File: config.mk
export PLATFORM = sky130hd
export DESIGN_NAME = mem_port_arbiter
export DESIGN_NICKNAME = d
export VERILOG_FILES = /design/src/rtl/rv32_pkg.sv /design/src/rtl/mem_arb_prio.sv /design/src/rtl/mem_port_arbiter.sv
export SDC_FILE = /design/constraint.sdc
export NUM_CORES = 1
export LEC_CHECK = 0
export BUFFER_PORTS_ARGS = -buffer_cell sky130_fd_sc_hd__buf_4
export CAP_MARGIN = 30
export CORE_AREA = 2 2 106 108
export DETAILED_ROUTE_END_ITERATION = 8
export DIE_AREA = 0 0 108 110
export GPL_TIMING_DRIVEN = 0
export PLACE_DENSITY_LB_ADDON = 0.1
export SYNTH_ARGS = -nofsm -noshare
export SYNTH_HDL_FRONTEND = slang
export SYNTH_SLANG_ARGS = --single-unit
export TNS_END_PERCENT = 30
File: constraint.sdc
create_clock -name clk -period 1.8 [get_ports clk]
set_clock_uncertainty 0.15 [all_clocks]
set_input_delay 0.09 -clock clk [delete_from_list [all_inputs] [get_ports clk]]
set_output_delay 0.09 -clock clk [all_outputs]
set_load 0.03 [all_outputs]
File: src/rtl/rv32_pkg.sv
// Shared rv32 tile definitions: memory command encodings and arbiter enums.
package rv32_pkg;

    localparam logic       M_XRD = 1'b0;
    localparam logic       M_XWR = 1'b1;

    localparam logic [2:0] MT_X  = 3'd0;
    localparam logic [2:0] MT_B  = 3'd1;
    localparam logic [2:0] MT_H  = 3'd2;
    localparam logic [2:0] MT_W  = 3'd3;
    localparam logic [2:0] MT_BU = 3'd5;
    localparam logic [2:0] MT_HU = 3'd6;

    typedef enum logic {OWN_IMEM, OWN_DMEM} owner_t;
    typedef enum logic {ARB_IDLE, ARB_BUSY} arb_state_t;

endpackage

File: src/rtl/mem_arb_prio.sv
// Grant picker for the shared memory port: dmem wins unless imem has
// already lost STARVE_MAX handshakes in a row while waiting.
module mem_arb_prio
    import rv32_pkg::*;
#(
    parameter int STARVE_MAX = 4
) (
    input  logic clk,
    input  logic rst,
    input  logic imem_valid,
    input  logic dmem_valid,
    input  logic handshake,
    output logic grant_imem,
    output logic grant_dmem
);

    localparam logic [3:0] STARVE_LIM = 4'(STARVE_MAX);

    logic [3:0] starve_cnt;

    // Combinational grant from the current valids and starvation count.
    always_comb begin
        grant_dmem = dmem_valid && ((starve_cnt < STARVE_LIM) || !imem_valid);
        grant_imem = imem_valid && !grant_dmem;
    end

    // Count dmem wins over a waiting imem; any other handshake clears it.
    always_ff @(posedge clk) begin
        if (rst) begin
            starve_cnt <= 4'd0;
        end else if (handshake) begin
            if (grant_dmem && imem_valid) begin
                if (starve_cnt != STARVE_LIM) starve_cnt <= starve_cnt + 4'd1;
            end else begin
                starve_cnt <= 4'd0;
            end
        end
    end

endmodule

File: src/rtl/mem_port_arbiter.sv
// Shares one single-ported memory between the fetch and data ports,
// one outstanding transaction at a time.
//
//   state    | meaning
//   ARB_IDLE | may issue a request from the granted port
//   ARB_BUSY | request accepted, waiting for mem_resp_valid
module mem_port_arbiter
    import rv32_pkg::*;
#(
    parameter int XLEN       = 32,
    parameter int ADDR_W     = 32,
    parameter int STARVE_MAX = 4
) (
    input  logic              clk,
    input  logic              rst,
    input  logic              imem_req_valid,
    output logic              imem_req_ready,
    input  logic [ADDR_W-1:0] imem_req_addr,
    output logic              imem_resp_valid,
    output logic [XLEN-1:0]   imem_resp_data,
    input  logic              dmem_req_valid,
    output logic              dmem_req_ready,
    input  logic [ADDR_W-1:0] dmem_req_addr,
    input  logic              dmem_req_fcn,
    input  logic [2:0]        dmem_req_typ,
    input  logic [XLEN-1:0]   dmem_req_wdata,
    output logic              dmem_resp_valid,
    output logic [XLEN-1:0]   dmem_resp_data,
    output logic              mem_req_valid,
    input  logic              mem_req_ready,
    output logic [ADDR_W-1:0] mem_req_addr,
    output logic              mem_req_fcn,
    output logic [2:0]        mem_req_typ,
    output logic [XLEN-1:0]   mem_req_wdata,
    input  logic              mem_resp_valid,
    input  logic [XLEN-1:0]   mem_resp_data,
    output logic              busy
);

    arb_state_t state_q, state_d;
    owner_t     owner_q, owner_d;
    logic       arb_open;
    logic       grant_imem, grant_dmem;
    logic       handshake;

    // Arbitration only runs in IDLE; a reset cycle grants nothing.
    assign arb_open  = (state_q == ARB_IDLE) && !rst;
    assign handshake = mem_req_valid && mem_req_ready;

    mem_arb_prio #(
        .STARVE_MAX (STARVE_MAX)
    ) u_prio (
        .clk        (clk),
        .rst        (rst),
        .imem_valid (imem_req_valid && arb_open),
        .dmem_valid (dmem_req_valid && arb_open),
        .handshake  (handshake),
        .grant_imem (grant_imem),
        .grant_dmem (grant_dmem)
    );

    // State and owner registers.
    always_ff @(posedge clk) begin
        if (rst) begin
            state_q <= ARB_IDLE;
            owner_q <= OWN_IMEM;
        end else begin
            state_q <= state_d;
            owner_q <= owner_d;
        end
    end

    // Next state, request mux and response routing; every output idles at 0.
    always_comb begin
        state_d         = state_q;
        owner_d         = owner_q;
        mem_req_valid   = 1'b0;
        mem_req_addr    = '0;
        mem_req_fcn     = M_XRD;
        mem_req_typ     = MT_X;
        mem_req_wdata   = '0;
        imem_req_ready  = 1'b0;
        dmem_req_ready  = 1'b0;
        imem_resp_valid = 1'b0;
        imem_resp_data  = '0;
        dmem_resp_valid = 1'b0;
        dmem_resp_data  = '0;
        busy            = 1'b0;
        if (!rst) begin
            case (state_q)
                ARB_IDLE: begin
                    if (grant_dmem) begin
                        mem_req_valid  = 1'b1;
                        mem_req_addr   = dmem_req_addr;
                        mem_req_fcn    = dmem_req_fcn;
                        mem_req_typ    = dmem_req_typ;
                        mem_req_wdata  = dmem_req_wdata;
                        dmem_req_ready = mem_req_ready;
                    end else if (grant_imem) begin
                        mem_req_valid  = 1'b1;
                        mem_req_addr   = imem_req_addr;
                        mem_req_fcn    = M_XRD;
                        mem_req_typ    = MT_W;
                        imem_req_ready = mem_req_ready;
                    end
                    if (handshake) begin
                        state_d = ARB_BUSY;
                        owner_d = grant_dmem ? OWN_DMEM : OWN_IMEM;
                    end
                end
                ARB_BUSY: begin
                    busy = 1'b1;
                    if (mem_resp_valid) begin
                        state_d = ARB_IDLE;
                        if (owner_q == OWN_DMEM) begin
                            dmem_resp_valid = 1'b1;
                            dmem_resp_data  = mem_resp_data;
                        end else begin
                            imem_resp_valid = 1'b1;
                            imem_resp_data  = mem_resp_data;
                        end
                    end
                end
                default: state_d = ARB_IDLE;
            endcase
        end
    end

endmodule

### Word-level counts from Yosys, hierarchy flattened

Index checks and enable logic that the tools add are counted.

* $add $sub $neg: 1
* order comparisons: 1
* equal/unequal tests: 2
* mux-type cells: 49
* bitwise gates (word level): 1
* reduce and logical (&&, ||, !) cells: 13

Operator list (number)
* 2-to-1 mux 32 bit: 15
* 2-to-1 mux 1 bit: 27
* 2-to-1 mux 3 bit: 3
* 2-to-1 mux 4 bit: 2
* logical AND 1 bit: 7
* adder 4 x 1 -> 4 bit, second input constant: 1
* less-than comparator 4 x 3 -> 1 bit, second input constant: 1
* inequality test 4 x 3 -> 1 bit, second input constant: 1
* AND reduction 2 bit: 2
* logical NOT 1 bit: 3
* 2-to-1 mux 2 bit: 1
* inequality test 2 bit, second input constant: 1
* one-hot mux 1 bit (2 select lines): 1
* logical OR 1 bit: 1
* NOT 1 bit: 1

* bits in registers: 6
* bits of input ports: 138

### Longest topological paths before layout

Gate-level depths: netlist of run 1.

* depth in word-level cells: 15
* gate-level depth with buffers: 6

### Cells and area by module

From an unflattened synthesis of run 1, not the netlist that was laid out.

* cell total of the unflattened synthesis: 271
* area total of the unflattened synthesis: 1492.7 um2

By module, submodules not included
* mem_port_arbiter: times used 1, cells each 251, area an instance 1286.2 um2, sequential area each 40.0 um2
* mem_arb_prio: times used 1, cells each 20, area an instance 206.4 um2, sequential area each 80.1 um2

### Worst setup path after synthesis of run 1

OpenSTA, ideal clock, no wires.

* path kind: register to output
* start point: register state_q
* end point: output dmem_resp_data[22]
* data arrival time: 1371 ps
* required time: 1560 ps
* slack: 189 ps
* stages on the path, launching flop included: 6
* path through: dfxtp_1 -> nand2b_4 -> inv_2 -> and3_1 -> buf_2 -> and2_1

* cells in the longest elaborated chain, start to end: 2

RTL lines
* start: declaration: RTL line mem_port_arbiter.sv:40 `arb_state_t state_q, state_d;`
* start signal: assignment: RTL line mem_port_arbiter.sv:68 `state_q <= state_d;`
* 2-to-1 mux 32 bit: RTL line mem_port_arbiter.sv:90 `case (state_q)`
* 2-to-1 mux 32 bit: RTL line mem_port_arbiter.sv:89 `if (!rst) begin`
* end: declaration: RTL line mem_port_arbiter.sv:28 `output logic [XLEN-1:0] dmem_resp_data,`

Every way passes these cells.

### Final worst setup path of run 1

* start point: register u_prio.starve_cnt[2]
* end point: output mem_req_addr[13]

* cells in the longest elaborated chain, start to end: 9

RTL lines
* start: declaration: RTL line mem_arb_prio.sv:19 `logic [3:0] starve_cnt;`
* start signal: assignment: RTL line mem_arb_prio.sv:33 `if (starve_cnt != STARVE_LIM) starve_cnt <= starve_cnt + 4'd1;`
* less-than comparator 4 x 3 -> 1 bit (*): RTL line mem_arb_prio.sv:23 `grant_dmem = dmem_valid && ((starve_cnt < STARVE_LIM) || !imem_valid);`
* logical OR 1 bit (*): RTL line mem_arb_prio.sv:23
* logical AND 1 bit (*): RTL line mem_arb_prio.sv:23
* logical NOT 1 bit: RTL line mem_arb_prio.sv:24 `grant_imem = imem_valid && !grant_dmem;`
* logical AND 1 bit: RTL line mem_arb_prio.sv:24
* 2-to-1 mux 32 bit: RTL line mem_port_arbiter.sv:99 `end else if (grant_imem) begin`
* 2-to-1 mux 32 bit (*): RTL line mem_port_arbiter.sv:92 `if (grant_dmem) begin`
* 2-to-1 mux 32 bit (*): RTL line mem_port_arbiter.sv:90
* 2-to-1 mux 32 bit (*): RTL line mem_port_arbiter.sv:89
* end: declaration: RTL line mem_port_arbiter.sv:31 `output logic [ADDR_W-1:0] mem_req_addr,`

Every way passes the cells marked *; elsewhere a longest branch is shown, timed or not.

==> results of run 1 <==
==> through the flow <==
stage	util	TNS [ps]	power (W)	instances
after global routing	0.383	-1560	0.00132	620
after CTS	0.370	-221	0.00122	614
after detailed placement	0.342	0	0.000955	606
final	0.383	-30.1	0.00124	620
after global placement	0.342	0	0.000953	606
after floorplan	-	0	0.000525	192
==> routing by layer <==
| metal | share of wire | up-vias |
|---|---|---|
| li1 | - | 1226 |
| met1 | 0.32 | 1089 |
| met2 | 0.56 | 156 |
| met3 | 0.11 | 2 |
| met4 | 0.0027 | 0 |
| met5 | 0 | - |
==> what timing repair did <==
item	CTS	global route
setup endpoints to repair	119	108
hold buffers	2	0
hold endpoints to repair	4	0
pin swaps	3	6
cloned	1	2
gates resized for setup	68	28
setup buffers	2	5
==> worst paths after layout <==
check	to	slack, ps	depth (start not counted)
max	mem_req_addr[13]	-20	6
max reg2reg	owner_q$_SDFFE_PP0P_	280	6
min reg2reg	u_prio.starve_cnt[3]$_SDFFE_PP0P_	350	1
min	u_prio.starve_cnt[2]$_SDFFE_PP0P_	30	3
==> worst reg2reg max path, stage by stage, from the launching register on <==
cell and delay [ps]:
dfxtp_2 330, nor3b_2 190, and3b_1 200, buf_6 140, clkbuf_16 150, buf_4 130
a22oi_2 160
==> state kept, by name, summed over array words and instances, names as in the netlist <==
name / flops
state_q: 1
owner_q: 1
u_prio.starve_cnt: 4
==> placed cells by master, fill, tap and decap left out, drive strengths merged, types with 2 or more instances in the layout <==
cell type      n
nor3b          3
dfxtp          6
nand4          2
and3           3
and2         102
clkbuf         8
o21ai          2
inv            3
nand2b         3
a22o          32
nand3          3
o21a           2
dlygate4sd3    2
buf          298
ha             2
==> logic make-up after synthesis <==
family                     synth area share
AOI/OAI and AO/OA                     0.249
adders and majority gates            0.0176
buffers and inverters                 0.113
DFF                                  0.0844
and+or+nand+nor                       0.536
==> cell type report <==
cell class,count,area [µm²]
Sequential cell,6,124
Tap cell,140,175
Multi-Input combinational cell,163,1170
Inverter,3,11.3
Buffer,19,184
Fill cell,1103,6610
Timing Repair Buffer,286,2380
Clock buffer,3,41.3
==> power groups by stage <==
| stage | Sequential [W] | Clock [W] | Combinational (W) |
|---|---|---|---|
| 2_1_floorplan | 0.000146 | 0 | 0.000379 |
| 3_3_place_gp | 0.000147 | 0 | 0.000806 |
| 3_5_place_dp | 0.000147 | 0 | 0.000808 |
| 4_1_cts | 0.000146 | 0.000207 | 0.000872 |
| 5_1_grt | 0.000147 | 0.000219 | 0.000953 |
| 6_report | 0.000146 | 0.000200 | 0.000897 |
==> impl_metrics.env, run 1 <==
export IMPL_critical_path_startpoint="u_prio.starve_cnt[2]$_SDFFE_PP0P_"
export IMPL_syn_num_nets=332
export IMPL_min_period_ps=1820
export IMPL_synth_seq_cells=6
export IMPL_critical_path_required_ps=1560
export IMPL_period_share=1.01
export IMPL_die_h_um=110
export IMPL_via_per_inst=3.99
export IMPL_antenna_found_initial=0
export IMPL_fmax_mhz=550
export IMPL_synthCells=192
export IMPL_antenna_cells=0
export IMPL_grt_pass1_vias=2291
export IMPL_pin_count=276
export IMPL_crit_path_start_kind="flip-flop"
export IMPL_overflow=0
export IMPL_dp_hpwl_mm=7.34
export IMPL_arrival_ps=1580
export IMPL_layout_nets=622
export IMPL_seq_power_share=0.118
export IMPL_coreArea_um2=10700
export IMPL_crit_type="flip-flop to output pin"
export IMPL_switching_share=0.384
export IMPL_powerDensity_nw_per_um2=304
export IMPL_fin_ws_ps=-19.2
export IMPL_grt_total_usage=0.128
export IMPL_path_clk_slew_ps=40
export IMPL_drc=0
export IMPL_start_util=0.133
export IMPL_place_worst_setup_slack_ps=5.02
export IMPL_path_delay_family="buffers and inverters"
export IMPL_postSynth_asyncResetShare=0
export IMPL_synth_edf_count=0
export IMPL_drtIter0Drc=62
export IMPL_min_path_type="input pin to flip-flop"
export IMPL_drv_cap=0
export IMPL_yosysSeqAreaShare=0.0844
export IMPL_whs_ps=29.5
export IMPL_slowest_stage="dfxtp_2"
export IMPL_setup_worst_path_end_class="output pin"
export IMPL_avgSynthCellArea_um2=7.41
export IMPL_p_sw_w=0.000477
export IMPL_clockPowerShare=0.161
export IMPL_grt_start_max_net_pins=11
export IMPL_failed_checks="negative setup slack"
export IMPL_die_area_um2=11900
export IMPL_p_leak_nw=2.20
export IMPL_synth_warnings=0
export IMPL_synth_top_area_frac=0.449
export IMPL_wl_per_cell_um=14.3
export IMPL_ys_dominant_reg_cell="dfxtp_1"
export IMPL_tightest_slew_ps=378
export IMPL_reg2reg_from="u_prio.starve_cnt[2]$_SDFFE_PP0P_"
export IMPL_status="finished with violations"
export IMPL_grt_pass1_wl_mm=11.8
export IMPL_tritoncts="done"
export IMPL_combPwrFrac=0.722
export IMPL_clock_path_buffers=2
export IMPL_gp_congestion=0.767
export IMPL_yosysUniqueCellTypes=27
export IMPL_yosysTopAreaCell="and2_1"
export IMPL_cts_root_buf="clkbuf_8"
export IMPL_intPower_w=0.000766
export IMPL_crit_buf_inv=3
export IMPL_slew_limit_headroom=0.748
export IMPL_drt_total_wl_mm=8.84
export IMPL_cts_sinks=6
export IMPL_path_common_cell="buf_6"
export IMPL_cp_cell_sequence="nor3b_2 > and3b_1 > buf_6 > buf_8 > a22o_1 > buf_6"
export IMPL_syn_to_final_growth_pct=188
export IMPL_grtUsageMet3=0.0341
export IMPL_vias=2473
export IMPL_synthTopCellsByCount="and2_1, a22o_1, buf_6"
export IMPL_port_buffers=274
export IMPL_rows=38
export IMPL_ant_nets=0
export IMPL_syn_area_um2=1420
export IMPL_vdd_ir_drop_max_mv=0.120
export IMPL_clock_latency_ps=220
export IMPL_crit_path_max_fanout=10
export IMPL_cpPeakStageDelay_ps=330
export IMPL_grt_use_met1=0.124
export IMPL_grt_busiest_layer="met2"
export IMPL_hold_viol=0
export IMPL_yosysMostFrequentCell="and2_1"
export IMPL_slew_violations=0
export IMPL_post_route_cell_area_um2=4090
export IMPL_placed_area_um2=3650
export IMPL_grt_use_met2=0.269
export IMPL_min_from="imem_req_valid"
export IMPL_synth_area_leaders="and2_1, a22o_1, dfxtp_1"
export IMPL_htreeDepth=1
export IMPL_cts_buffers=3
export IMPL_rsz0062_at_grt="yes"
export IMPL_report_final_setup_viol=4
export IMPL_drive_gt1_frac=0.675
export IMPL_dr_pass1_iters=4
export IMPL_dieWidth_um=108
Power figures use the tool's default switching activity.
==> run 2, diff against run 1 <==
- PLACE_DENSITY: unset -> 0.48
- PLACE_DENSITY_LB_ADDON: 0.1 -> unset
==> run 2 against run 1 <==
Hold slack better by 0.83 ps. Die area stayed put. Largest power group unchanged. Power rose by 2.6%. The flow still finishes with violations (negative setup slack).
==> impl_metrics.env, run 2 (synthesis gave the netlist of run 1 again) <==
export IMPL_dp_hpwl_mm=7.56
export IMPL_grt_pass1_wl_mm=12.4
export IMPL_layout_nets=622
export IMPL_grt_start_max_net_pins=11
export IMPL_path_clk_slew_ps=40
export IMPL_die_area_um2=11900
export IMPL_ant_nets=0
export IMPL_arrival_ps=1570
export IMPL_critical_path_required_ps=1560
export IMPL_hold_viol=0
export IMPL_dr_pass1_iters=4
export IMPL_cts_buffers=3
export IMPL_clock_path_buffers=2
export IMPL_final_common_cell="buf_4"
export IMPL_reg2reg_from="u_prio.starve_cnt[3]$_SDFFE_PP0P_"
export IMPL_dieWidth_um=108
export IMPL_most_common_layout_cells="buf_4, and2_1, buf_6"
export IMPL_biggestRegsByFlops="u_prio.starve_cnt: 4 flops, owner_q: 1 flops, state_q: 1 flops"
export IMPL_slew_limit_headroom=0.736
export IMPL_crit_path_start_kind="flip-flop"
export IMPL_drc=0
export IMPL_setup_worst_path_end_class="output pin"
export IMPL_status="finished with violations"
export IMPL_syn_to_final_growth_pct=193
export IMPL_report_final_setup_viol=6
export IMPL_largest_reg_flops=4
export IMPL_clock_latency_ps=220
export IMPL_cts_root_buf="clkbuf_8"
export IMPL_fmax_mhz=554
export IMPL_drt_total_wl_mm=9.20
export IMPL_antenna_cells=0
export IMPL_wl_per_cell_um=14.8
export IMPL_grt_pass1_vias=2439
export IMPL_failed_checks="negative setup slack"
export IMPL_coreArea_um2=10700
export IMPL_drv_cap=0
export IMPL_nFillCells=1107
export IMPL_antenna_found_initial=0
export IMPL_fin_tns_setup_ps=-17.7
export IMPL_die_h_um=110
export IMPL_rsz0062_at_grt="yes"
export IMPL_drive_gt1_frac=0.723
export IMPL_vias=2490
export IMPL_start_util=0.133
export IMPL_post_route_cell_area_um2=4170
export IMPL_drtIter0Drc=73
export IMPL_grt_total_usage=0.130
export IMPL_regMostFlops="u_prio.starve_cnt"
export IMPL_fin_ws_ps=-6.50
export IMPL_min_period_ps=1810
export IMPL_crit_path_max_fanout=10
export IMPL_crit_type="flip-flop to output pin"
export IMPL_tritoncts="done"
export IMPL_min_path_type="input pin to flip-flop"
export IMPL_powerDensity_nw_per_um2=306
export IMPL_p_leak_nw=2.24
export IMPL_period_share=1.00
export IMPL_slew_violations=0
export IMPL_critical_path_startpoint="u_prio.starve_cnt[3]$_SDFFE_PP0P_"
export IMPL_cts_sinks=6
export IMPL_placed_area_um2=3650
export IMPL_pin_count=276
export IMPL_via_per_inst=4.02
export IMPL_port_buffers=274
export IMPL_gp_congestion=0.845
export IMPL_overflow=0
export IMPL_tightest_slew_ps=396
export IMPL_min_from="imem_req_valid"
export IMPL_vdd_ir_drop_max_mv=0.127
export IMPL_htreeDepth=1
export IMPL_rows=38
[run 2: critical path, cell delays in order (launching register included)]
cell and delay [ps]:
dfxtp_2 330, nor3b_2 200, and3b_1 210, buf_6 130, buf_6 130, a22o_1 200
buf_6 140
[run 2: cell type report]
type | count | area [µm²] | area share
repair buffers | 285 | 2390 | 0.574
multi-input cells | 163 | 1230 | 0.295
well taps | 140 | 175 | 0.0420
flip-flops and latches | 6 | 124 | 0.0297
plain buffers | 20 | 195 | 0.0468
inverters | 3 | 11.3 | 0.00270
clock buffers | 3 | 41.3 | 0.00990
[run 2: power breakdown]
part | total [W] | internal, W | leakage [nW] | switching [W]
registers | 0.000146 | 0.000140 | 0.0503 | 0.00000659
clock network | 0.000202 | 0.000144 | 0.0216 | 0.0000581
logic | 0.000927 | 0.000502 | 2.17 | 0.000425
total | 0.00128 | 0.000786 | 2.24 | 0.000489
[run 2: repair_timing]
item	4_1_cts	5_1_grt
endpoints found under the setup margin	118	100
hold buffers	2	0
pin swaps	1	23
setup buffers	4	1
gates cloned	1	3
hold endpoints to repair	4	0
resized for setup	46	82
[run 2: worst paths after layout]
| path | slack (ps) | to | cells after the start |
|---|---|---|---|
| max | -6 | mem_req_addr[10] | 6 |
| min | 30 | u_prio.starve_cnt[2]$_SDFFE_PP0P_ | 3 |
| max reg2reg | 280 | owner_q$_SDFFE_PP0P_ | 6 |
| min reg2reg | 350 | u_prio.starve_cnt[3]$_SDFFE_PP0P_ | 1 |
[run 2: per-layer routing]
metal / GRT usage / vias to the layer above / part of all wire
met2: 0.262 / 154 / 0.54
met1: 0.132 / 1106 / 0.34
met3: 0.0429 / 7 / 0.11
met5: 0 / - / 0
met4: 0.0192 / 0 / 0.0057
li1: - / 1223 / -
[run 2: stage by stage]
step / utilization / worst slack [ps] / total power, W / hold WS (ps) / cells
after global routing: 0.390 / -67.7 / 0.00134 / 56.2 / 620
after detailed placement: 0.342 / 89.9 / 0.000955 / 156 / 606
after global placement: 0.342 / 56.2 / 0.000952 / 147 / 606
after CTS: 0.365 / -18.9 / 0.00122 / 31.3 / 616
final: 0.390 / -6.50 / 0.00128 / 30.3 / 620
after floorplan: - / 189 / 0.000525 / 9.07 / 192
